### config.mk
export PLATFORM = sky130hd
export DESIGN_NAME = ctl_game
export DESIGN_NICKNAME = d
export VERILOG_FILES = /design/src/rtl/ctl_game.sv
export SDC_FILE = /design/constraint.sdc
export NUM_CORES = 1
export LEC_CHECK = 0
export BUFFER_PORTS_ARGS = -buffer_cell sky130_fd_sc_hd__buf_4
export CORE_UTILIZATION = 59
export CTS_BUF_LIST = sky130_fd_sc_hd__clkbuf_4
export CTS_CLUSTER_DIAMETER = 120
export DETAILED_ROUTE_END_ITERATION = 12
export PLACE_DENSITY = 0.82
export SYNTH_ARGS = -nofsm -noshare
export SYNTH_HDL_FRONTEND = slang
export SYNTH_SLANG_ARGS = --single-unit
### constraint.sdc
create_clock -name clk -period 3.6 [get_ports clk]
set_input_delay 0 -clock clk [delete_from_list [all_inputs] [get_ports clk]]
set_output_delay 0 -clock clk [all_outputs]
set_load 0.02 [all_outputs]
### src/rtl/ctl_game.sv
// Game-flow controller: sequences ducks, tracks ammo/score as BCD and drives
// the launch/kill/escape strobes for the duck controller.
// Optional build macro CTL_GAME_PERFECT_BONUS_EN adds a perfect-game bonus
// and the bonus_flag output.
//
// state     | meaning
// ----------+--------------------------------------------------------
// IDLE      | after reset, waiting for start
// LAUNCH    | one cycle: reload ammo, pulse duck_launch
// FLYING    | duck catchable; shots, hits, misses and timeout counted
// FALLING   | duck hit, waiting END_FRAMES frames
// ESCAPE    | duck escaped, waiting END_FRAMES frames
// GAME_OVER | score held until the next start
module ctl_game #(
  parameter int AMMO_PER_DUCK      = 3,
  parameter int DUCKS_PER_GAME     = 10,
  parameter int SCORE_DIGITS       = 2,
  parameter int HIT_POINTS         = 1,
  parameter int FLY_TIMEOUT_FRAMES = 300,
  parameter int END_FRAMES         = 60,
  parameter int BONUS_POINTS       = 5
) (
  input  logic                      clk,
  input  logic                      rst,
  input  logic                      new_frame,
  input  logic                      start,
  input  logic                      shot_fired,
  input  logic                      hit,
  input  logic                      miss,
  output logic [4*SCORE_DIGITS-1:0] score_bcd,
  output logic [7:0]                ammo_bcd,
  output logic [7:0]                ducks_left,
  output logic                      duck_launch,
  output logic                      duck_kill,
  output logic                      duck_escape,
  output logic                      game_over,
  output logic                      playing
`ifdef CTL_GAME_PERFECT_BONUS_EN
  ,
  output logic                      bonus_flag
`endif
);

  localparam int SW   = 4 * SCORE_DIGITS;
  localparam int TMAX = (FLY_TIMEOUT_FRAMES > END_FRAMES) ? FLY_TIMEOUT_FRAMES : END_FRAMES;
  localparam int TW   = $clog2(TMAX + 1);

  localparam logic [7:0]    AMMO_LOAD = 8'(((AMMO_PER_DUCK / 10) << 4) | (AMMO_PER_DUCK % 10));
  localparam logic [7:0]    DUCKS_ALL = 8'(DUCKS_PER_GAME);
  localparam logic [TW-1:0] FLY_LAST  = TW'(FLY_TIMEOUT_FRAMES - 1);
  localparam logic [TW-1:0] END_LAST  = TW'(END_FRAMES - 1);
  localparam logic [3:0]    HIT_INC   = 4'(HIT_POINTS);

  typedef enum logic [2:0] {
    IDLE, LAUNCH, FLYING, FALLING, ESCAPE, GAME_OVER
  } state_t;

  state_t        state, state_nxt;
  logic [TW-1:0] timer, timer_nxt;
  logic [SW-1:0] score_nxt;
  logic [7:0]    ammo_nxt, ducks_nxt;
  logic          launch_nxt, kill_nxt, escape_nxt, over_nxt, playing_nxt;
`ifdef CTL_GAME_PERFECT_BONUS_EN
  localparam logic [3:0] BONUS_INC = 4'(BONUS_POINTS);
  logic [7:0] hits, hits_nxt;
  logic       bonus_nxt;
`endif

  // Ripple of per-digit add-with-6-correct; a carry out of the top digit
  // pins the score at all nines.
  function automatic logic [SW-1:0] bcd_add(input logic [SW-1:0] a, input logic [3:0] b);
    logic [SW-1:0] r;
    logic [4:0]    d;
    logic          c;
    r = '0;
    c = 1'b0;
    for (int i = 0; i < SCORE_DIGITS; i++) begin
      d = {1'b0, a[4*i +: 4]} + {4'b0, c} + ((i == 0) ? {1'b0, b} : 5'd0);
      if (d > 5'd9) begin
        d = d + 5'd6;
        c = 1'b1;
      end else begin
        c = 1'b0;
      end
      r[4*i +: 4] = d[3:0];
    end
    if (c) r = {SCORE_DIGITS{4'h9}};
    return r;
  endfunction

  function automatic logic [7:0] bcd_dec(input logic [7:0] a);
    if (a[3:0] == 4'h0) return {a[7:4] - 4'h1, 4'h9};
    return {a[7:4], a[3:0] - 4'h1};
  endfunction

  // State and all registered outputs.
  always_ff @(posedge clk or negedge rst) begin
    if (!rst) begin
      state       <= IDLE;
      timer       <= '0;
      score_bcd   <= '0;
      ammo_bcd    <= AMMO_LOAD;
      ducks_left  <= DUCKS_ALL;
      duck_launch <= 1'b0;
      duck_kill   <= 1'b0;
      duck_escape <= 1'b0;
      game_over   <= 1'b0;
      playing     <= 1'b0;
`ifdef CTL_GAME_PERFECT_BONUS_EN
      hits        <= '0;
      bonus_flag  <= 1'b0;
`endif
    end else begin
      state       <= state_nxt;
      timer       <= timer_nxt;
      score_bcd   <= score_nxt;
      ammo_bcd    <= ammo_nxt;
      ducks_left  <= ducks_nxt;
      duck_launch <= launch_nxt;
      duck_kill   <= kill_nxt;
      duck_escape <= escape_nxt;
      game_over   <= over_nxt;
      playing     <= playing_nxt;
`ifdef CTL_GAME_PERFECT_BONUS_EN
      hits        <= hits_nxt;
      bonus_flag  <= bonus_nxt;
`endif
    end
  end

  // Next-state logic and next values of every registered output.
  always_comb begin
    state_nxt  = state;
    timer_nxt  = timer;
    score_nxt  = score_bcd;
    ammo_nxt   = ammo_bcd;
    ducks_nxt  = ducks_left;
    kill_nxt   = 1'b0;
    escape_nxt = 1'b0;
`ifdef CTL_GAME_PERFECT_BONUS_EN
    hits_nxt   = hits;
    bonus_nxt  = bonus_flag;
`endif
    case (state)
      IDLE: begin
        if (start) state_nxt = LAUNCH;
      end
      LAUNCH: state_nxt = FLYING;
      FLYING: begin
        if (new_frame) timer_nxt = timer + 1'b1;
        // Same-cycle shot still spends ammo even when the hit wins.
        if (shot_fired && ammo_bcd != 8'h00) ammo_nxt = bcd_dec(ammo_bcd);
        if (hit) begin
          score_nxt = bcd_add(score_bcd, HIT_INC);
          kill_nxt  = 1'b1;
          timer_nxt = '0;
          state_nxt = FALLING;
`ifdef CTL_GAME_PERFECT_BONUS_EN
          hits_nxt  = hits + 8'd1;
`endif
        end else if ((new_frame && timer == FLY_LAST) || (miss && ammo_bcd == 8'h00)) begin
          escape_nxt = 1'b1;
          timer_nxt  = '0;
          state_nxt  = ESCAPE;
        end
      end
      FALLING, ESCAPE: begin
        if (new_frame) begin
          if (timer == END_LAST) begin
            timer_nxt = '0;
            ducks_nxt = ducks_left - 8'd1;
            if (ducks_left == 8'd1) begin
              state_nxt = GAME_OVER;
`ifdef CTL_GAME_PERFECT_BONUS_EN
              if (hits == DUCKS_ALL) begin
                score_nxt = bcd_add(score_bcd, BONUS_INC);
                bonus_nxt = 1'b1;
              end
`endif
            end else begin
              state_nxt = LAUNCH;
            end
          end else begin
            timer_nxt = timer + 1'b1;
          end
        end
      end
      GAME_OVER: begin
        if (start) begin
          score_nxt = '0;
          ducks_nxt = DUCKS_ALL;
          state_nxt = LAUNCH;
`ifdef CTL_GAME_PERFECT_BONUS_EN
          hits_nxt  = '0;
          bonus_nxt = 1'b0;
`endif
        end
      end
      default: state_nxt = IDLE;
    endcase
    // Reload happens on the way into LAUNCH so ammo is valid with the strobe.
    if (state_nxt == LAUNCH) begin
      ammo_nxt  = AMMO_LOAD;
      timer_nxt = '0;
    end
    launch_nxt  = (state_nxt == LAUNCH);
    over_nxt    = (state_nxt == GAME_OVER);
    playing_nxt = (state_nxt == LAUNCH) || (state_nxt == FLYING) ||
                  (state_nxt == FALLING) || (state_nxt == ESCAPE);
  end

endmodule

==> out/qor.yml, run 1 <==
status: "finished clean"
drive_above_1_share_pct: 18.24
io_buffer_count: 35
core_area_sq_mm: 0.004086
start_util_pct: 63.07
cts-root-buf: "clkbuf_4"
path_clk_slew_ns: 0.12
ir_drop_v: 0.0003775
gp_congestion: 0.8851
switchingPower_w: 0.0008332
slew_viol_final: 0
leakage_nw: 1.334
detail-route-antenna-nets: 0
cts_buffers: 5
critPathTopFamily: "compound AO/OA/AOI/OAI gates"
synth_cells: 282
wl_per_cell_um: 15.18
required_ns: 3.90
intPower_w: 0.001185
crit_arrival_ns: 3.58
tightest_slew_ns: 0.9241
clock_path_buffers: 2
via_per_inst: 6.201
critical_path.cell_chain: "ha_2, nand2b_1, and2_1, ha_1, nand2b_1, a21o_1, a21oi_1, or2_2, ha_1, ha_1, nand2b_1, a21o_1, a21oi_2, a21o_1, a22o_1"
hold_viol: 0
die_w_um: 68.10
startpoint_type: "flip-flop"
grt_pass1_vias: 2053
cts_tree: "done"
cp.buffers_inverters: 0
hpwlAfterDp_mm: 3.909
grt_overflow: 0
track_usage_pct: 25.99
postCtsSetupBuffers: 0
antenna_cells: 0
hp-class: "input port to flip-flop"
die_area_sq_mm: 0.004637
synth-seq-cells: 41
final_nets: 333
io_pins: 36
criticalPathCategory: "flip-flop to flip-flop"
yosysWarningCount: 0
wirelength_mm: 5.588
avgSynthCellArea_sq_um: 9.140
p_sw_share_pct: 41.27
fillers: 317
syn2layout_area_growth_pct: 16.21
grt_max_degree: 42
cts_max_level: 2
setup_viol: 0
synth_common_cells: "37 x dfrtp_1, 26 x nand2_1, 25 x nor2_1"
powerDensity_mw_per_mm2: 673.9
max_stage_delay_ns: 0.47
first_pass_iters: 5
yosys-top-cells-area: "dfrtp_1 36%, ha_1 4.4%, dfstp_2 4.1%"
fin_cells: 368
power_frac_clock_pct: 18.3
cp_max_fo: 7
seqPwrFrac_pct: 37.2
clkSinkCount: 41
comb_power_share_pct: 44.5
seq_area_frac_synth_pct: 40.00
synth_nets: 298
min_period_ns: 3.279
syn_area_sq_mm: 0.002577
setup_tns_ns: 0
vias: 2282
grt_pass1_wl_mm: 9.080
cap_viol_max_count: 0
placed_cells: 356
clock_skew_ns: 0.01227
yosysUniqueCellTypes: 58
die_height_um: 68.10
initialDrtViolationCount: 148
period_share_pct: 91.09
cp_slowest_cell: "dfrtp_1"
clk_latency_ns: 0.36
yosysTopAreaCell: "dfrtp_1"
slew_headroom_pct: 38.26
end_kind: "flip-flop"
drcViolationCount: 0
antenna_found_initial: 0
async_flop_share_pct: 100.0
synth_top_area_share_pct: 35.92
grt_setup_unrepaired: "false"
synth_edf_count: 0
synth_most_common_cell: "dfrtp_1"
rows: 23
clock.fmax_mhz: 305.0
synth_ff_type: "dfrtp_1"
-- worst min-delay path, stage by stage --
cell,delay (ns)
buf_4,0.11
o211ai_1,0.08
nand3_1,0.09
a21oi_1,0.06
-- metal layers --
metal | track usage (%) | routed length, um
met1 | 34.18 | 2604
met2 | 42.77 | 2687
met3 | 5.833 | 243
met4 | 7.031 | 53
met5 | 0 | 0
-- cells in the final DEF (no fill, tap or decap), drive strengths merged, types with 4 or more instances in the layout --
cell,count
nand4,14
nor4,7
inv,9
nand2b,11
xor2,4
and2,4
xnor2,5
dfstp,4
dfrtp,37
nand3,9
o21bai,4
a21oi,20
nor2b,5
buf,35
dlygate4sd3,4
o21ai,9
ha,9
a21o,4
nor3,4
a31oi,5
nor2,25
clkbuf,5
nor3b,5
nand2,26
-- power groups by stage --
stage | clock network (W) | registers (W) | logic, W
floorplan | 0 | 0.000769 | 0.000626
global placement | 0 | 0.000752 | 0.000856
detailed placement | 0 | 0.000756 | 0.000883
CTS | 0.000376 | 0.000748 | 0.000890
global route | 0.000396 | 0.000776 | 0.00100
finish | 0.000370 | 0.000751 | 0.000898
-- state kept, by name (all words and copies together), names as in the netlist --
name and flops:
ducks_left 8, duck_kill 1, ammo_bcd 8, duck_escape 1, game_over 1, state 3, timer 9, playing 1
duck_launch 1, score_bcd 8
-- cell type report --
| class | instances | area (sq um) | share of cell area [%] |
|---|---|---|---|
| multi-input combinational | 221 | 1463 | 48.83 |
| sequential | 41 | 1031 | 34.42 |
| timing repair buffer | 39 | 302.8 | 10.11 |
| clock inverter | 3 | 65.06 | 2.172 |
| tap | 50 | 62.56 | 2.089 |
| clock buffer | 5 | 37.54 | 1.253 |
| inverter | 9 | 33.78 | 1.128 |
-- through the flow --
step	hold slack (ns)	area [sq um]	total power [W]	util, %	setup WS, ns
finish	0.02322	2995	0.002019	73.30	0.3208
global route	0.01732	2995	0.002173	73.30	0.06222
CTS	0.01637	2989	0.002013	73.15	0.1216
detailed placement	0.003204	2846	0.001639	69.66	0.1501
global placement	0.008645	2846	0.001607	69.66	0.2407
floorplan	-0.2956	2577	0.001395	-	0.3473
-- path summary, 6_finish.rpt --
check                             startpoint             to  slack, ns  cells after the start
max in group asynchronous                rst  ducks_left[1]       3.08                      2
worst min-delay path               new_frame       timer[2]       0.02                      4
worst min register to register  score_bcd[6]   score_bcd[6]       0.58                      1
worst max-delay path            score_bcd[0]   score_bcd[2]       0.32                     15
worst max register to register  score_bcd[0]   score_bcd[2]       0.32                     15
min in group asynchronous                rst    ammo_bcd[4]       0.14                      2
-- timing repair --
action                     in CTS  in global routing
hold endpoints to repair       44                  0
gates resized for setup         0                  2
hold buffers                    4                  0
setup endpoints to repair       0                  5
-- kinds of logic after synthesis --
group	Yosys count	synth area share, %
AO/OA/AOI/OAI	68	18.88
buffers and inverters	20	3.495
XOR/XNOR	9	3.058
adder cells (fa/ha/maj)	9	4.369
AND/OR/NAND/NOR	133	29.42
multiplexers	2	0.7767
flip-flops	41	40.00
Note: power is estimated with default switching activity, not from simulation.
==> run 2, diff against run 1 <==
--- a/config.mk
+++ b/config.mk
@@ -6,11 +6,10 @@
 export NUM_CORES = 1
 export LEC_CHECK = 0
 export BUFFER_PORTS_ARGS = -buffer_cell sky130_fd_sc_hd__buf_4
-export CORE_UTILIZATION = 59
+export CORE_UTILIZATION = 35
 export CTS_BUF_LIST = sky130_fd_sc_hd__clkbuf_4
 export CTS_CLUSTER_DIAMETER = 120
 export DETAILED_ROUTE_END_ITERATION = 12
-export PLACE_DENSITY = 0.82
 export SYNTH_ARGS = -nofsm -noshare
 export SYNTH_HDL_FRONTEND = slang
 export SYNTH_SLANG_ARGS = --single-unit
==> run 2 against run 1 <==
Net effect:
- design area increased by 0.42%
- clock skew is 0.0043 ns lower
- critical path depth did not move
- clock-buffer cell count grew 2
- largest power group unchanged
==> out/qor.yml, run 2 (synthesis gave the netlist of run 1 again) <==
startpoint_type: "flip-flop"
drive_above_1_share_pct: 17.55  # -0.68 points
clkSinkCount: 41  # unchanged
antenna_found_initial: 0  # unchanged
slew_headroom_pct: 37.99  # -0.27 points
holdWs_ns: 0.02604  # +0.002822 ns
cts_buffers: 5  # unchanged
first_pass_iters: 4  # -1
layout_common_cells: "37 x dfrtp_1, 36 x buf_4, 26 x nand2_1, 25 x nor2_1, 20 x a21oi_1"
critical_path.cell_chain: "ha_1, nand2b_1, and2_1, ha_1, nand2b_1, a21o_1, a21oi_1, or2_2, ha_1, ha_1, nand2b_1, a21o_1, and2_1, nor4_1, nor2_1"
track_usage_pct: 15.98  # -10 points
leakage_nw: 1.320  # -1.1%
grt_setup_unrepaired: "false"
grt_pass1_wl_mm: 9.660  # +6.4%
tightest_slew_ns: 0.9282  # +0.004091 ns
cp_common_cell: "ha_1"
cts-resized-gates: 0  # unchanged
ir_drop_v: 0.0001606  # -57%
final_common_cell: "dfrtp_1"
hold_viol: 0  # unchanged
path_clk_slew_ns: 0.13  # about the same
io_buffer_count: 35  # unchanged
cp_max_fo: 7  # unchanged
setup_tns_ns: 0  # unchanged
top_register: "timer"
powerDensity_mw_per_mm2: 628.3  # -6.8%
clock.fmax_mhz: 301.7  # -1.1%
crit_arrival_ns: 3.56  # -0.02 ns
fillers: 688  # +120%
via_per_inst: 5.458  # -12%
clock_skew_ns: 0.007934  # -0.004332 ns
grt_pass1_vias: 2019  # -1.7%
cts_tree: "done"
die_height_um: 87.82  # +29%
hp-class: "input port to flip-flop"
fin_cells: 415  # +13%
cts_max_level: 2  # unchanged
period_share_pct: 92.07  # +0.98 points
cts-root-buf: "clkbuf_4"
initialDrtViolationCount: 101  # -32%
placed_cells: 403  # +13%
vias: 2265  # -0.74%
cap_viol_max_count: 0  # unchanged
largest_reg_flops: 9  # unchanged
required_ns: 3.85  # -0.05 ns
ff2ff_path_depth: 15  # unchanged
drcViolationCount: 0  # unchanged
placed_area_sq_mm: 0.002912  # +2.3%
core_area_sq_mm: 0.006944  # +70%
min_path_cells: 4  # unchanged
place_ws_ns: 0.2775  # +0.1274 ns
fin_ws_ns: 0.2855  # -0.03533 ns
criticalPathCategory: "flip-flop to flip-flop"
slew_viol_final: 0  # unchanged
final_area_sq_mm: 0.003008  # +0.42%
die_area_sq_mm: 0.007711  # +66%
start_util_pct: 37.12  # -26 points
hpwlAfterDp_mm: 4.117  # +5.3%
final_nets: 334  # +0.30%
io_pins: 36  # unchanged
gp_congestion: 0.8101  # -8.5%
antenna_cells: 0  # unchanged
syn2layout_area_growth_pct: 16.70
clk_latency_ns: 0.35  # about the same
grt_overflow: 0  # unchanged
die_w_um: 87.82  # +29%
cp_slowest_cell: "dfrtp_1"
wirelength_mm: 5.767  # +3.2%
setup_viol: 0  # unchanged
rows: 30  # +30%
clock_path_buffers: 2  # unchanged
min_period_ns: 3.315  # +0.03533 ns
detail-route-antenna-nets: 0  # unchanged
max_stage_delay_ns: 0.47  # about the same
grt_max_degree: 42  # unchanged
wl_per_cell_um: 13.90  # -8.5%
end_kind: "flip-flop"
status: "finished clean"
==> run 2: repair_timing <==
| action | CTS | global route |
|---|---|---|
| setup buffers | 0 | 0 |
| hold buffers | 4 | 0 |
| hold endpoints to repair | 44 | 0 |
==> run 2: cell type report <==
cell class	instances	area, sq um	share of cell area, %
well taps	96	120.1	3.993
repair buffers	40	310.3	10.32
flip-flops and latches	41	1031	34.28
inverters	9	33.78	1.123
clock inverters	1	3.754	0.1248
multi-input cells	221	1456	48.42
clock buffers	7	52.55	1.747
==> run 2: stage by stage <==
step	total power, W	util [%]
detailed placement	0.001654	41.93
finish	0.001890	43.32
global route	0.002056	43.32
floorplan	0.001395	-
global placement	0.001637	41.93
CTS	0.001908	43.32
==> run 2: power by group <==
part	internal [W]	switching (W)	leakage, nW	total (W)
Sequential	0.000577	0.000178	0.527	0.000754
Combinational	0.000396	0.000496	0.760	0.000892
Clock	0.0000905	0.000153	0.0338	0.000243
==> run 2: worst max-delay path, delay by kind of cell, from the launching register on <==
kind / cells / cell delay, ns
flip-flops: 1 / 0.47
AO/OA/AOI/OAI: 3 / 0.40
AND/OR/NAND/NOR: 8 / 1.36
adder cells (fa/ha/maj): 4 / 0.98
==> run 2: path summary, 6_finish.rpt <==
| check | slack [ns] | from | endpoint |
|---|---|---|---|
| setup reg to reg | 0.29 | score_bcd[0] | score_bcd[3] |
| hold / removal | 0.03 | new_frame | timer[2] |
| hold reg to reg | 0.56 | timer[1] | timer[1] |
| max in group asynchronous | 3.06 | rst | ammo_bcd[0] |
| setup / recovery | 0.29 | score_bcd[0] | score_bcd[3] |
| min in group asynchronous | 0.16 | rst | timer[0] |
==> run 2: layer usage <==
layer  GRT usage, %  wire length (um)
met1          20.98              2698
met2          26.00              2759
met3          3.205               219
met4          5.961                89
met5              0                 0
==> run 3, diff against run 2 <==
--- a/config.mk
+++ b/config.mk
@@ -7,9 +7,10 @@
 export LEC_CHECK = 0
 export BUFFER_PORTS_ARGS = -buffer_cell sky130_fd_sc_hd__buf_4
 export CORE_UTILIZATION = 35
-export CTS_BUF_LIST = sky130_fd_sc_hd__clkbuf_4
 export CTS_CLUSTER_DIAMETER = 120
 export DETAILED_ROUTE_END_ITERATION = 12
+export MAX_ROUTING_LAYER = met4
 export SYNTH_ARGS = -nofsm -noshare
 export SYNTH_HDL_FRONTEND = slang
 export SYNTH_SLANG_ARGS = --single-unit
+export TNS_END_PERCENT = 100
==> run 3 against run 2 <==
Net effect:
- die area stayed put
- sequential power hardly changed
- global-route usage is 0.57 points higher
- first-iteration DRC count is 25% lower
- clock power is 30% higher
- hold slack better by 0.012 ns
- setup slack better by 0.0015 ns
- maximum frequency hardly changed
- wire length is 0.19% higher
==> out/qor.yml, run 3 (synthesis gave the netlist of run 1 again) <==
hold_viol: 0  # unchanged
cap_viol_max_count: 0  # unchanged
largest_reg_flops: 9  # unchanged
slew_headroom_pct: 36.86  # -1.1 points
initialDrtViolationCount: 76  # -25%
cts_tree: "done"
drive_above_1_share_pct: 17.35  # -0.20 points
cts-root-buf: "clkbuf_8"
cts-resized-gates: 0  # unchanged
clock_path_buffers: 2  # unchanged
die_area_sq_mm: 0.007711  # unchanged
syn2layout_area_growth_pct: 17.23
top_register: "timer"
min_period_ns: 3.313  # -0.001523 ns
status: "finished clean"
ff2ff_path_depth: 16  # +1
min_path_cells: 3  # -1
leakage_nw: 1.324  # +0.26%
powerDensity_mw_per_mm2: 648.9  # +3.3%
detail-route-antenna-nets: 0  # unchanged
required_ns: 3.79  # -0.06 ns
antenna_cells: 0  # unchanged
vias: 2220  # -2.0%
clock_skew_ns: 0.005145  # -0.002789 ns
grt_pass1_wl_mm: 9.701  # +0.42%
track_usage_pct: 16.55  # +0.57 points
clkSinkCount: 41  # unchanged
cts_max_level: 2  # unchanged
grt_max_degree: 42  # unchanged
via_per_inst: 5.375  # -1.5%
grt_overflow: 0  # unchanged
io_buffer_count: 35  # unchanged
core_area_sq_mm: 0.006944  # unchanged
criticalPathCategory: "flip-flop to flip-flop"
startpoint_type: "flip-flop"
first_pass_iters: 4  # unchanged
io_pins: 36  # unchanged
setup_tns_ns: 0  # unchanged
rows: 30  # unchanged
clk_latency_ns: 0.29  # -0.06 ns
crit_arrival_ns: 3.50  # -0.06 ns
slew_viol_final: 0  # unchanged
hp-class: "input port to flip-flop"
fillers: 688  # unchanged
final_nets: 332  # -0.60%
die_height_um: 87.82  # unchanged
grt_setup_unrepaired: "false"
layout_common_cells: "37 x dfrtp_1, 36 x buf_4, 26 x nand2_1, 25 x nor2_1, 20 x a21oi_1"
gp_congestion: 0.8220  # +1.5%
start_util_pct: 37.12  # unchanged
die_w_um: 87.82  # unchanged
setup_viol: 0  # unchanged
drcViolationCount: 0  # unchanged
period_share_pct: 92.03  # about the same
antenna_found_initial: 0  # unchanged
power_w: 0.001961  # +3.8%
ir_drop_v: 0.0001689  # +5.2%
grt_pass1_vias: 2024  # +0.25%
end_kind: "flip-flop"
wirelength_mm: 5.778  # +0.19%
wl_per_cell_um: 13.99  # +0.68%
cts_buffers: 5  # unchanged
cp_max_fo: 7  # unchanged
tightest_slew_ns: 0.9451  # +0.01690 ns
final_common_cell: "dfrtp_1"
hpwlAfterDp_mm: 4.117  # unchanged
clock.fmax_mhz: 301.8  # about the same
path_clk_slew_ns: 0.08  # -0.05 ns
run 3: worst paths after layout:
kind                                    from           end  slack [ns]
min in group asynchronous                rst      timer[0]        0.23
worst min register to register      timer[1]      timer[1]        0.55
worst min-delay path                   start      state[0]        0.04
worst max-delay path            score_bcd[0]  score_bcd[2]        0.29
worst max register to register  score_bcd[0]  score_bcd[2]        0.29
max in group asynchronous                rst   ammo_bcd[0]        2.99
run 3: timing repair:
action | in CTS | in global routing
setup buffers | 0 | 0
hold buffers | 2 | 0
hold endpoints to repair | 38 | 0
run 3: power by group:
part           total, W  switching [W]  internal [W]
Combinational  0.000890       0.000495      0.000395
Clock          0.000315       0.000159      0.000157
Sequential     0.000755       0.000178      0.000577
Total           0.00196       0.000832       0.00113
run 3: critical path: stages (launching register included):
cell	delay, ns
dfrtp_1	0.45
ha_1	0.30
nand2b_1	0.20
and2_1	0.15
ha_1	0.17
nand2b_1	0.06
a21o_1	0.13
a21oi_1	0.09
or2_2	0.30
ha_1	0.21
ha_1	0.31
nor2_1	0.04
o21bai_1	0.20
a21oi_1	0.09
buf_4	0.16
a21o_1	0.17
a22o_1	0.17
run 3: final cells by class:
cell class | instances | area [sq um] | share of cell area, %
Sequential cell | 41 | 1031 | 34.12
Tap cell | 96 | 120.1 | 3.975
Timing Repair Buffer | 38 | 290.3 | 9.607
Inverter | 9 | 33.78 | 1.118
Clock buffer | 8 | 90.09 | 2.981
Multi-Input combinational cell | 221 | 1456 | 48.20
run 3: layer usage:
metal | part of all wire [%] | vias up | GRT usage (%)
met3 | 2.6 | 7 | 3.487
li1 | - | 1114 | -
met1 | 48 | 1073 | 20.93
met4 | 1.4 | 0 | 5.514
met5 | 0 | - | -
met2 | 48 | 26 | 26.29
run 3: stage by stage:
stage | instance area [sq um] | setup slack, ns | hold slack, ns | utilization (%) | std cells
6_report | 3022 | 0.2870 | 0.03830 | 43.51 | 413
5_1_grt | 3022 | 0.04542 | 0.06292 | 43.51 | 413
4_1_cts | 3022 | 0.2725 | 0.03107 | 43.51 | 413
3_5_place_dp | 2912 | 0.2775 | 0.02717 | 41.93 | 403
3_3_place_gp | 2912 | 0.3655 | 0.01863 | 41.93 | 403
2_1_floorplan | 2577 | 0.3473 | -0.2956 | - | 282
